## src/rtl/pair_unbundle_serializer.sv

```systemverilog
// Serializes a two-field signed pair onto one WIDTH-bit valid/ready stream,
// marking the second word with last and counting completed pairs.
module pair_unbundle_serializer #(
  parameter int WIDTH     = 9,
  parameter int FIRST_SEL = 0,
  parameter int CNT_WIDTH = 16
) (
  input  logic                   system1000,
  input  logic                   system1000_rst,
  input  logic [2*WIDTH-1:0]     pair_i,
  input  logic                   pair_valid_i,
  output logic                   pair_ready_o,
  output logic [WIDTH-1:0]       word_o,
  output logic                   word_valid_o,
  output logic                   word_last_o,
  input  logic                   word_ready_i,
  output logic [CNT_WIDTH-1:0]   pair_count_o
);

  typedef enum logic [1:0] {IDLE, FIRST, SECOND} state_t;

  state_t                 r_state;
  logic [2*WIDTH-1:0]     r_hold;
  logic [WIDTH-1:0]       r_word;
  logic                   r_valid;
  logic                   r_last;
  logic [CNT_WIDTH-1:0]   r_count;

  logic                   w_accept;
  logic [WIDTH-1:0]       w_in_first;
  logic [WIDTH-1:0]       w_hold_second;

  assign w_in_first    = (FIRST_SEL == 0) ? pair_i[2*WIDTH-1:WIDTH] : pair_i[WIDTH-1:0];
  assign w_hold_second = (FIRST_SEL == 0) ? r_hold[WIDTH-1:0] : r_hold[2*WIDTH-1:WIDTH];

  // Ready in SECOND follows the downstream so a new pair loads on the edge
  // that retires the current last word, giving a bubble-free 2-cycle rate.
  always_comb begin
    pair_ready_o = 1'b0;
    if (!system1000_rst) begin
      case (r_state)
        IDLE:    pair_ready_o = 1'b1;
        SECOND:  pair_ready_o = word_ready_i;
        default: pair_ready_o = 1'b0;
      endcase
    end
  end

  assign w_accept = pair_valid_i && pair_ready_o;

  always_ff @(posedge system1000 or posedge system1000_rst) begin
    if (system1000_rst) begin
      r_state <= IDLE;
      r_hold  <= '0;
      r_word  <= '0;
      r_valid <= 1'b0;
      r_last  <= 1'b0;
      r_count <= '0;
    end else begin
      case (r_state)
        IDLE: begin
          if (w_accept) begin
            r_hold  <= pair_i;
            r_word  <= w_in_first;
            r_valid <= 1'b1;
            r_last  <= 1'b0;
            r_state <= FIRST;
          end
        end
        FIRST: begin
          if (word_ready_i) begin
            r_word  <= w_hold_second;
            r_last  <= 1'b1;
            r_state <= SECOND;
          end
        end
        SECOND: begin
          if (word_ready_i) begin
            r_count <= r_count + CNT_WIDTH'(1);
            if (w_accept) begin
              r_hold  <= pair_i;
              r_word  <= w_in_first;
              r_valid <= 1'b1;
              r_last  <= 1'b0;
              r_state <= FIRST;
            end else begin
              r_valid <= 1'b0;
              r_last  <= 1'b0;
              r_state <= IDLE;
            end
          end
        end
        default: r_state <= IDLE;
      endcase
    end
  end

  assign word_o       = r_word;
  assign word_valid_o = r_valid;
  assign word_last_o  = r_last;
  assign pair_count_o = r_count;

endmodule

```

## config.mk

```make
export PLATFORM = sky130hd
export DESIGN_NAME = pair_unbundle_serializer
export DESIGN_NICKNAME = d
export VERILOG_FILES = /design/src/rtl/pair_unbundle_serializer.sv
export SDC_FILE = /design/constraint.sdc
export NUM_CORES = 1
export LEC_CHECK = 0
export BUFFER_PORTS_ARGS = -buffer_cell sky130_fd_sc_hd__buf_2
export CORE_MARGIN = 4
export CORE_UTILIZATION = 44
export CTS_CLUSTER_SIZE = 28
export DETAILED_ROUTE_END_ITERATION = 7
export GPL_TIMING_DRIVEN = 0
export PLACE_DENSITY = 0.76
export SLEW_MARGIN = 20
export SYNTH_ARGS = -nofsm -noshare
export SYNTH_HDL_FRONTEND = slang
export SYNTH_SLANG_ARGS = --single-unit
```

## constraint.sdc

```tcl
create_clock -name system1000 -period 1.9 [get_ports system1000]
set_clock_uncertainty 0.15 [all_clocks]
set_input_delay 0.095 -clock system1000 [delete_from_list [all_inputs] [get_ports system1000]]
set_output_delay 0.095 -clock system1000 [all_outputs]
set_load 0.1 [all_outputs]
```

# After elaboration in Yosys (flattened, before gate mapping)
# Index checks and enable logic that the tools add are counted.
[classes]
addsub = 1
n_eq_ne = 5
mux = 22
reduce_logical = 10
[ops]
columns = ["cell", "count"]
rows = [
  ["two-way mux 18 bit", 2],
  ["one-hot mux 18 bit (2 select lines)", 1],
  ["two-way mux 9 bit", 3],
  ["one-hot mux 9 bit (3 select lines)", 1],
  ["adder 16 x 1 -> 16 bit, second input constant", 1],
  ["AND reduction 3 bit", 3],
  ["two-way mux 1 bit", 8],
  ["two-way mux 2 bit", 3],
  ["inequality test 2 bit, second input constant", 3],
  ["one-hot mux 2 bit (3 select lines)", 1],
  ["one-hot mux 1 bit (2 select lines)", 2],
  ["AND reduction 2 bit", 2],
  ["AND reduction 4 bit", 1],
  ["one-hot mux 1 bit (3 select lines)", 1],
  ["nonzero test 3 bit", 1],
  ["== test 2 x 1 -> 1 bit, second input constant", 1],
  ["== test 2 bit, second input constant", 1],
  ["logical NOT 2 bit", 1],
  ["nonzero test 2 bit", 1],
  ["logical AND 1 bit", 1],
]
[totals]
out_inout_bits = 28
ff_bits = 47
input_bits = 22
wordCells = 44

# Longest topological paths before layout
# Gate-level depths: netlist of run 1.
[logic_depth]
depth_word = 7
depth_mapped = 6
depth_no_buf = 5

# Least setup slack after synthesis of run 1
# Ideal clock, no wire load.
[synth_timing]
path_kind = "register to output"
startpoint = "register r_state[1]"
endpoint = "output port pair_ready_o"
t_required_ns = 1.655
stages_incl_launch_ff = 3
n_path_buf = 0
path_slack_ns = -0.923
arrival_time_ns = 2.578
path_cell_list = "dfrtp_1 -> nor2b_4 -> nor3_1"
[synth_via]
elab_chain_cells = 3
elab_cells_between_ends = 4
classes_between = "eq/ne (1); mux (2); reduce/logical (1)"
[synth_rtl]
columns = ["item", "line_no", "text"]
rows = [
  ["start, declared", "22", "state_t r_state;"],
  ["start signal, assigned", "53", "r_state <= IDLE;"],
  ["start signal, assigned", "67", "r_state <= FIRST;"],
  ["start signal, assigned", "74", "r_state <= SECOND;"],
  ["== test 2 bit or logical NOT 2 bit (tied branches)", "41", "case (r_state)"],
  ["one-hot mux 1 bit (2 select lines) *", "41", ""],
  ["two-way mux 1 bit *", "40", "if (!system1000_rst) begin"],
  ["end, declared", "12", "output logic pair_ready_o,"],
]
# Every way passes the cells marked *; elsewhere a longest branch is shown, timed or not.

# Final worst setup path of run 1
[layout_timing]
startpoint = "register r_state[1]"
endpoint = "register r_hold[6]"
[layout_via]
elab_chain_cells = 7
elab_cells_between_ends = 11
classes_between = "eq/ne (2); mux (5); reduce/logical (4)"
[layout_rtl]
columns = ["item", "line_no", "text"]
rows = [
  ["== test 2 bit or logical NOT 2 bit (tied branches)", "41, 60", ""],
  ["one-hot mux 1 bit (2 select lines)", "41", ""],
  ["two-way mux 1 bit", "40", ""],
  ["logical AND 1 bit", "49", "assign w_accept = pair_valid_i && pair_ready_o;"],
  ["two-way mux 18 bit (2 in a row)", "--", ""],
  ["one-hot mux 18 bit (2 select lines)", "60", "case (r_state)"],
  ["end signal, assigned", "63", "r_hold <= pair_i;"],
  ["end signal, assigned", "81", "r_hold <= pair_i;"],
  ["end, declared", "23", "logic [2*WIDTH-1:0] r_hold;"],
]
# Parallel ways exist; a longest one is shown, timed or not. The select of a mux whose other input is x is not followed.
# A chain may end at the register's enable or synchronous reset.

==> results of run 1 <==
-- metal layers --
metal	GRT usage, %	part of all wire [%]
met5	0	0
met4	5.74	1.3
met3	4.60	4.6
met2	26.2	50
met1	20.3	44
-- synth_stat cells --
master	number	area [sq um]
dfrtp_1	38	951
nand2_1	18	67.6
o21ai_0	11	55.1
mux2i_1	9	90.1
xnor2_1	9	78.8
mux2_4	7	105
xor2_1	6	52.6
nand3_1	5	25.0
and3_1	4	25.0
nor2_1	4	15.0
nor3_1	4	20.0
mux2_2	3	33.8
buf_4	2	15.0
buf_6	2	22.5
nand4_1	2	12.5
a211oi_2	1	12.5
a22o_1	1	8.76
a22oi_1	1	7.51
and2b_2	1	8.76
and4b_2	1	11.3
and4bb_2	1	12.5
clkbuf_2	1	5.00
ha_1	1	12.5
inv_1	1	3.75
nand3b_1	1	7.51
nor2b_4	1	13.8
nor4b_1	1	8.76
o21ai_1	1	5.00
or2b_1	1	7.51
or4b_4	1	13.8
-- registers in the layout, indices dropped and copies added, names as in the netlist --
| signal | cells |
|---|---|
| word_last_o | 1 |
| r_hold | 9 |
| pair_count_o | 16 |
| r_state | 2 |
| word_valid_o | 1 |
| word_o | 9 |
-- repair_timing --
item,in CTS,in global routing
setup buffers,0,2
hold endpoints to repair,57,1
cloned,0,0
pin swaps,0,3
hold buffers,19,1
endpoints found under the setup margin,9,18
resized for setup,2,2
-- cell type report --
class	instances	area share, %
Sequential cell	38	40.0
Multi-Input combinational cell	95	30.2
Timing Repair Buffer	71	19.6
Clock buffer	6	3.40
Clock inverter	2	2.47
Tap cell	48	2.47
Buffer	5	1.75
Inverter	1	0.154
-- metrics by stage --
step | instances | total power, mW
2_1_floorplan | 139 | 2.46
5_1_grt | 266 | 3.74
4_1_cts | 263 | 3.61
6_report | 266 | 3.59
3_3_place_gp | 235 | 2.70
3_5_place_dp | 236 | 2.73
-- power breakdown --
| part | internal [mW] | switching [mW] | leakage (nW) | total [mW] |
|---|---|---|---|---|
| clock | 0.560 | 0.276 | 0.0714 | 0.836 |
| sequential | 1.02 | 0.137 | 0.463 | 1.16 |
| combinational | 0.353 | 1.25 | 0.715 | 1.60 |
| total | 1.93 | 1.66 | 1.25 | 3.59 |
-- critical path: cells and delay by family (launching register included) --
kind | cells | cell delay (ns)
AND/OR/NAND/NOR | 2 | 0.66
flip-flops | 1 | 0.45
buffers and inverters | 1 | 0.18
multiplexers | 1 | 0.30
-- placed cells by master (no fill, tap or decap), types with 2 or more instances in the layout --
cell type / instances
nand4_1: 2
dfrtp_1: 25
xnor2_1: 9
buf_4: 4
mux2i_1: 9
buf_6: 2
mux2_2: 3
dfrtp_4: 2
nand2_1: 18
dlygate4sd3_1: 20
o21ai_0: 11
clkbuf_8: 6
bufinv_16: 2
dfrtp_2: 11
nor3_1: 2
nand3_1: 5
mux2_4: 7
xor2_1: 6
and3_1: 4
nor2_1: 4
buf_2: 48
-- cell families after synthesis --
kind of cell	count (synthesis)	share of synthesized area, %
compound gates	15	5.20
xor+xnor	15	7.69
fa+ha+maj	1	0.732
buf+inv	6	2.71
flops	38	55.7
mux	19	13.4
simple gates	45	14.6
-- worst max-delay path by stage --
stage	startpoint	endpoint	slack (ns)	cells past startpoint
finish	r_state[1]	r_hold[6]	0.06	4
global route	r_state[0]	word_o[2]	0.0008	6
CTS	r_state[1]	r_hold[6]	0.02	4
detailed placement	r_state[0]	pair_count_o[15]	-0.07	5
global placement	r_state[0]	pair_count_o[15]	-0.1	5
floorplan	r_state[0]	pair_ready_o	-0.06	2
==> qor.yml, run 1 <==
synthesis:
  syn_area_sq_um: 1710
  ys_warn_count: 0
  ys_ff_latch: 38
  synth_cell_types: 30
  syn_inst: 139
  yosysSeqAreaShare_pct: 55.7
  syn_nets: 162
  synth_area_per_cell_sq_um: 12.3
drt:
  drc: 0
  drtAntennaViolNets: 0
  wl_per_cell_um: 14.0
  wl_um: 3720
  vias: 1298
  avgViaCountPerCell: 4.88
  first_iter_violations: 78
  first_pass_iters: 4
worst_setup_path:
  reg2reg_setup_slack_ns: 0.06
  endpoint_kind: "flip-flop"
  path_cells: "nor2b_4 -> or4b_4 -> buf_6 -> mux2_4"
  critPathMaxFanout: 10
  cpMaxStageDelayCell: "or4b_4"
  reg2reg_to: "r_hold[6]"
  cp_slowest_stage_delay_ns: 0.51
  reg2reg_from: "r_state[1]"
  critPathArrivalTime_ns: 1.86
  start_kind: "flip-flop"
  rr_worst_depth: 4
  cp_data_required_time_ns: 1.92
  criticalPathCategory: "reg -> reg"
cells_and_area:
  multi_input_area_sq_um: 734
  num_antenna_cells: 0
  fin_util_pct: 65.4
  fillerInstances: 293
  seq_area_sq_um: 972
  design_area_sq_um: 2430
  final_layout_size_suffix_gt1_share_pct: 44.0
  syn2layout_area_growth_pct: 42.3
  num-nets-final: 240
die:
  die_y_um: 70.3
  coreArea_sq_um: 3720
  die_area_sq_um: 4940
  io_pins: 50
  initial_utilization_pct: 46.0
  row_count: 22
  die_w_um: 70.3
hold_path:
  hold_path_end: "r_hold[8]"
  hp-class: "in -> reg"
  holdCritStartpoint: "pair_valid_i"
  min_path_cells: 3
status:
  status: "complete, no violations"
global_routing:
  grt_pass1_wl_um: 6310
  track_usage_pct: 16.1
  overflow: 0
  antenna_found_initial: 0
  grt_max_degree: 31
  grt_pass1_vias: 1319
clocking:
  clockRootBuffer: "clkbuf_8"
  cts.sinks: 38
  cts_inserted_buffers: 5
  clk_latency_ns: 0.28
  cts_buffer_depth: 2
  path_clk_slew_ns: 0.08
  htreeDepth: 2
  cts_tree: "done"
sta:
  grt_setup_unrepaired: "no"
  finalCritPeriodShare_pct: 97.1
  tns_ns: 0
  max_slew_margin_pct: 64.7
  fin_crit_ns: 1.84
  setup_viol: 0
  timing.fmax_mhz: 542
  layout_setup_ws_ns: 0.0560
  slew_viol_final: 0
  fin_hold_ws_ns: 0.150
  worst_pin_slew_ns: 0.523
  hold_viol: 0
placement:
  place_congestion: 0.732
  dp_hpwl_um: 2520
  pre_cts_ws_ns: -0.0655
  place_area_sq_um: 2050
  port_buffers: 48
power_and_ir_drop:
  ir_worst_vdd_mv: 1.13
  powerDensity_nw_per_um2: 1480
  leakagePower_nw: 1.25
job:
  maxCapViolCount: 0
Note: power is estimated with default switching activity, not from simulation.
==> run 2, diff against run 1 <==
--- a/config.mk
+++ b/config.mk
@@ -5,7 +5,7 @@
 export SDC_FILE = /design/constraint.sdc
 export NUM_CORES = 1
 export LEC_CHECK = 0
-export BUFFER_PORTS_ARGS = -buffer_cell sky130_fd_sc_hd__buf_2
+export BUFFER_PORTS_ARGS = -buffer_cell sky130_fd_sc_hd__buf_4
 export CORE_MARGIN = 4
 export CORE_UTILIZATION = 44
 export CTS_CLUSTER_SIZE = 28
==> run 2 against run 1 <==
Against the previous run:
- setup slack improved by 0.0048 ns
- global-route usage increased by 0.78 points
- die area unchanged
- utilization increased by 2.1 points
- clock power decreased by 34%
- routed wire length increased by 6.0%
- final cell count increased by 0.75%
- sequential cell count unchanged
- largest cell class unchanged
- highest routed layer unchanged
==> qor.yml, run 2 (synthesis gave the netlist of run 1 again) <==
status:
  status: "complete, no violations"
die:
  initial_utilization_pct: 46.0  # unchanged
  die_y_um: 70.3  # unchanged
  row_count: 22  # unchanged
  die_w_um: 70.3  # unchanged
  die_area_sq_um: 4940  # unchanged
  io_pins: 50  # unchanged
  coreArea_sq_um: 3720  # unchanged
placement:
  port_buffers: 48  # unchanged
  place_congestion: 0.783  # +7.0%
  dp_hpwl_um: 2710  # +7.5%
  place_area_sq_um: 2150  # +4.9%
  pre_cts_ws_ns: -0.186  # -0.121 ns
sta:
  grt_setup_unrepaired: "no"
  fin_hold_ws_ns: 0.177  # +0.0265 ns
  fin_crit_ns: 1.84  # -0.00479 ns
  timing.fmax_mhz: 544  # +0.26%
  layout_setup_ws_ns: 0.0608  # +0.00479 ns
  setup_viol: 0  # unchanged
  finalCritPeriodShare_pct: 96.8  # -0.25 points
  slew_viol_final: 0  # unchanged
  hold_viol: 0  # unchanged
  max_slew_margin_pct: 49.3  # -15 points
  worst_pin_slew_ns: 0.760  # +0.237 ns
power_and_ir_drop:
  power.share.switching_pct: 48.5  # +2.3 points
  finalPower_mw: 3.43  # -4.6%
  leakagePower_nw: 1.25  # +0.38%
  combPwrFrac_pct: 49.8  # +5.2 points
  powerDensity_nw_per_um2: 1370  # -7.5%
  p_int_mw: 1.76  # -8.7%
  clkPwrFrac_pct: 16.0  # -7.3 points
  pwr-share-seq_pct: 34.2  # +2.0 points
  ir_worst_vdd_mv: 1.12  # -1.6%
  p_switching_mw: 1.66  # +0.15%
global_routing:
  antenna_found_initial: 0  # unchanged
  grt_max_degree: 39  # +26%
  grt_pass1_wl_um: 6510  # +3.2%
  track_usage_pct: 16.9  # +0.78 points
  overflow: 0  # unchanged
  grt_pass1_vias: 1419  # +7.6%
cells_and_area:
  fin_util_pct: 67.5  # +2.1 points
  largest_reg_flops: 16  # unchanged
  num_antenna_cells: 0  # unchanged
  syn2layout_area_growth_pct: 46.8
  num-nets-final: 242  # +0.83%
  final_common_cell: "buf_4"
  final_layout_size_suffix_gt1_share_pct: 44.1  # +0.054 points
  design_area_sq_um: 2510  # +3.1%
  final_cell_mix: "buf_4 (55), dfrtp_1 (25), dlygate4sd3_1 (20)"
worst_setup_path:
  cp_data_required_time_ns: 1.91  # about the same
  cpMaxStageDelayCell: "or4b_4"
  critPathMaxFanout: 10  # unchanged
  critPathArrivalTime_ns: 1.85  # about the same
  endpoint_kind: "flip-flop"
  path_cells: "nor2b_4 -> or4b_4 -> buf_6 -> mux2_4"
  cp_slowest_stage_delay_ns: 0.52  # about the same
  criticalPathCategory: "reg -> reg"
  start_kind: "flip-flop"
  rr_worst_depth: 4  # unchanged
clocking:
  clockRootBuffer: "clkbuf_8"
  clk_latency_ns: 0.28  # about the same
  cts_buffer_depth: 2  # unchanged
  htreeDepth: 2  # unchanged
  cts_inserted_buffers: 5  # unchanged
  cts_tree: "done"
  path_clk_slew_ns: 0.07  # about the same
  cts.sinks: 38  # unchanged
drt:
  drc: 0  # unchanged
  avgViaCountPerCell: 4.98  # +2.0%
  wl_per_cell_um: 14.7  # +5.2%
  vias: 1334  # +2.8%
  drtAntennaViolNets: 0  # unchanged
  wl_um: 3940  # +6.0%
  first_pass_iters: 4  # unchanged
  first_iter_violations: 52  # -33%
job:
  maxCapViolCount: 0  # unchanged
hold_path:
  hp-class: "in -> reg"
  min_path_cells: 3  # unchanged
-- run 2: worst max-delay path: cells and delay by family (launching register included) --
| kind | cells | cell delay, ns |
|---|---|---|
| flops | 1 | 0.44 |
| simple gates | 2 | 0.66 |
| buf+inv | 1 | 0.18 |
| mux | 1 | 0.30 |
-- run 2: path summary, 6_finish.rpt --
kind,slack (ns),endpoint,from
max,0.06,r_hold[2],r_state[1]
max in group asynchronous,0.64,pair_count_o[1],system1000_rst
max reg2reg,0.06,r_hold[2],r_state[1]
min,0.18,r_hold[8],pair_valid_i
min reg2reg,0.33,pair_count_o[15],pair_count_o[15]
min in group asynchronous,0.41,word_last_o,system1000_rst
-- run 2: layout make-up --
cell class | instances | area (sq um)
fill | 279 | 1210
sequential | 38 | 972
multi-input combinational | 95 | 741
timing repair buffer | 73 | 598
clock buffer | 8 | 90.1
tap | 48 | 60.1
buffer | 5 | 42.5
inverter | 1 | 3.75
-- run 2: power groups by stage --
stage          clock, mW  sequential, mW  combinational, mW
2_1_floorplan          0            2.11              0.349
5_1_grt            0.602            1.19               1.77
3_3_place_gp           0            1.16               1.63
6_report           0.549            1.17               1.71
4_1_cts            0.565            1.17               1.69
3_5_place_dp           0            1.18               1.65
-- run 2: layer usage --
layer / share of wire, % / wire, um / track usage, % / up-vias
met5: 0 / 0 / 0 / -
met4: 2.1 / 82 / 8.09 / 0
met3: 4.8 / 189 / 4.32 / 8
met2: 54 / 2120 / 29.1 / 37
met1: 39 / 1550 / 19.3 / 651
li1: - / - / - / 638
-- run 2: repair_timing --
item,CTS,global route
setup buffers,0,5
hold endpoints to repair,58,0
gates resized for setup,3,2
endpoints found under the setup margin,13,18
hold buffers,20,0
pin swaps,0,1
-- run 2: through the flow --
stage	TNS, ns	std cells
floorplan	-0.0637	139
global placement	-0.297	235
detailed placement	-0.603	235
CTS	0	263
global route	0	268
finish	0	268
==> run 3, diff against run 2 <==
--- a/config.mk
+++ b/config.mk
@@ -6,6 +6,7 @@
 export NUM_CORES = 1
 export LEC_CHECK = 0
 export BUFFER_PORTS_ARGS = -buffer_cell sky130_fd_sc_hd__buf_4
+export CAP_MARGIN = 10
 export CORE_MARGIN = 4
 export CORE_UTILIZATION = 44
 export CTS_CLUSTER_SIZE = 28
==> constraint.sdc (replaced) <==
create_clock -name system1000 -period 2 [get_ports system1000]
set_clock_uncertainty 0.15 [all_clocks]
set_input_delay 0.1 -clock system1000 [delete_from_list [all_inputs] [get_ports system1000]]
set_output_delay 0.1 -clock system1000 [all_outputs]
set_load 0.1 [all_outputs]
==> run 3 against run 2 <==
Against the previous run:
- first-iteration DRC count shrank 19%
- final cell count shrank 1.9%
- total power shrank 5.3%
- sequential power shrank 6%
- setup slack gained 0.061 ns
- register-to-register slack gained 0.06 ns
- combinational power shrank 6%
- cell area shrank 1.9%
- critical path type unchanged
==> qor.yml, run 3 (synthesis gave the netlist of run 1 again) <==
drt:
  wl_per_cell_um: 15.1  # +2.3%
  drc: 0  # unchanged
  first_pass_iters: 4  # unchanged
  avgViaCountPerCell: 5.08  # +2.1%
  drtAntennaViolNets: 0  # unchanged
  vias: 1336  # +0.15%
  first_iter_violations: 42  # -19%
  wl_um: 3960  # +0.41%
hold_path:
  hp-class: "in -> reg"
  min_path_cells: 3  # unchanged
die:
  io_pins: 50  # unchanged
  initial_utilization_pct: 46.0  # unchanged
  die_y_um: 70.3  # unchanged
  die_w_um: 70.3  # unchanged
  coreArea_sq_um: 3720  # unchanged
  die_area_sq_um: 4940  # unchanged
  row_count: 22  # unchanged
worst_setup_path:
  cp_data_required_time_ns: 2.03  # +0.12 ns
  critPathArrivalTime_ns: 1.91  # +0.06 ns
  critPathMaxFanout: 10  # unchanged
  criticalPathCategory: "reg -> reg"
  rr_worst_depth: 4  # unchanged
  crit_family: "simple AND/OR/NAND/NOR gates"
  cpMaxStageDelayCell: "or4b_4"
  path_cells: "nor2b_4 -> or4b_4 -> buf_6 -> mux2_4"
  critical_path_depth: 4  # unchanged
  crit_buf_inv: 1  # unchanged
  start_kind: "flip-flop"
  endpoint_kind: "flip-flop"
  cp_slowest_stage_delay_ns: 0.51  # about the same
status:
  status: "complete, no violations"
cells_and_area:
  final_common_cell: "buf_4"
  num-nets-final: 237  # -2.1%
  largest_reg_flops: 16  # unchanged
  final_cell_mix: "buf_4 (50), dfrtp_1 (29), dlygate4sd3_1 (20)"
  seq_area_sq_um: 962  # -1.0%
  design_area_sq_um: 2460  # -1.9%
  final_layout_size_suffix_gt1_share_pct: 41.4  # -2.7 points
  multi_input_area_sq_um: 734  # -0.84%
  fin_util_pct: 66.2  # -1.3 points
  fillerInstances: 283  # +1.4%
  syn2layout_area_growth_pct: 44.0
  num_antenna_cells: 0  # unchanged
global_routing:
  grt_pass1_vias: 1413  # -0.42%
  overflow: 0  # unchanged
  grt_max_degree: 39  # unchanged
  antenna_found_initial: 0  # unchanged
  grt_pass1_wl_um: 6640  # +2.1%
  track_usage_pct: 17.6  # +0.73 points
power_and_ir_drop:
  ir_worst_vdd_mv: 0.782  # -30%
  leakagePower_nw: 1.24  # -1.3%
  powerDensity_nw_per_um2: 1320  # -3.4%
placement:
  place_congestion: 0.776  # -0.82%
  pre_cts_ws_ns: -0.0783  # +0.108 ns
  port_buffers: 48  # unchanged
  place_area_sq_um: 2140  # -0.41%
  dp_hpwl_um: 2670  # -1.6%
sta:
  timing.fmax_mhz: 532  # -2.1%
  worst_pin_slew_ns: 0.772  # +0.0124 ns
  tns_ns: 0  # unchanged
  fin_hold_ws_ns: 0.167  # -0.00991 ns
  grt_setup_unrepaired: "no"
  fin_crit_ns: 1.88  # +0.0387 ns
  finalCritPeriodShare_pct: 93.9  # -2.9 points
  setup_viol: 0  # unchanged
  layout_setup_ws_ns: 0.122  # +0.0613 ns
  hold_viol: 0  # unchanged
  max_slew_margin_pct: 48.4  # -0.83 points
  slew_viol_final: 0  # unchanged
clocking:
  htreeDepth: 2  # unchanged
  path_clk_slew_ns: 0.07  # about the same
  cts_buffer_depth: 2  # unchanged
  clockRootBuffer: "clkbuf_8"
  cts_tree: "done"
  clk_latency_ns: 0.29  # about the same
  post_cts_buffers: 0  # unchanged
  cts.sinks: 38  # unchanged
  cts_inserted_buffers: 5  # unchanged
job:
  maxCapViolCount: 0  # unchanged
-- run 3: cell count changes in the layout (fill, tap and decap cells not counted) --
cell,delta
dfrtp_1,+4
nor4b_2,-1
dfrtp_2,-2
clkbuf_1,-2
buf_4,-5
clkinv_2,+1
clkinvlp_4,+1
nor4b_1,+1
dfrtp_4,-2
-- run 3: worst min-delay path: cells and delay by family --
family                 cells  cell delay [ns]
multiplexers               1             0.14
buffers and inverters      1             0.12
AND/OR/NAND/NOR            1             0.22
-- run 3: metal layers --
layer	part of all wire (%)	global-route usage (%)	routed length [um]
met1	38	19.1	1520
met4	2.1	8.72	83
met2	54	30.8	2160
met3	5.0	5.32	196
met5	0	0	0
-- run 3: cell type report --
cell class	instances	share of cell area, %
buffer	5	1.73
clock buffer	6	3.36
clock inverter	2	0.509
inverter	1	0.153
multi-input combinational	95	29.9
sequential	38	39.1
tap	48	2.44
timing repair buffer	68	22.8
-- run 3: timing repair --
item	4_1_cts	5_1_grt
hold endpoints to repair	58	0
cloned	0	0
gates resized for setup	1	2
setup endpoints to repair	4	10
hold buffers	20	0
-- run 3: final timing paths --
kind                                  startpoint          endpoint  slack [ns]
worst max register to register        r_state[1]         r_hold[4]        0.12
max in group asynchronous         system1000_rst   pair_count_o[8]        0.77
worst min-delay path                pair_valid_i         r_hold[7]        0.17
min in group asynchronous         system1000_rst         r_hold[0]        0.38
worst max-delay path                  r_state[1]         r_hold[4]        0.12
worst min register to register  pair_count_o[15]  pair_count_o[15]        0.33
-- run 3: per-stage QoR --
stage | power [mW] | std cells
after floorplan | 2.33 | 139
after CTS | 3.26 | 263
after global placement | 2.64 | 235
final | 3.25 | 263
after global routing | 3.38 | 263
after detailed placement | 2.68 | 235
-- run 3: report_power, final --
group / switching [mW] / internal [mW] / leakage (nW)
Sequential: 0.139 / 0.959 / 0.469
Clock: 0.272 / 0.277 / 0.0472
Combinational: 1.19 / 0.411 / 0.721
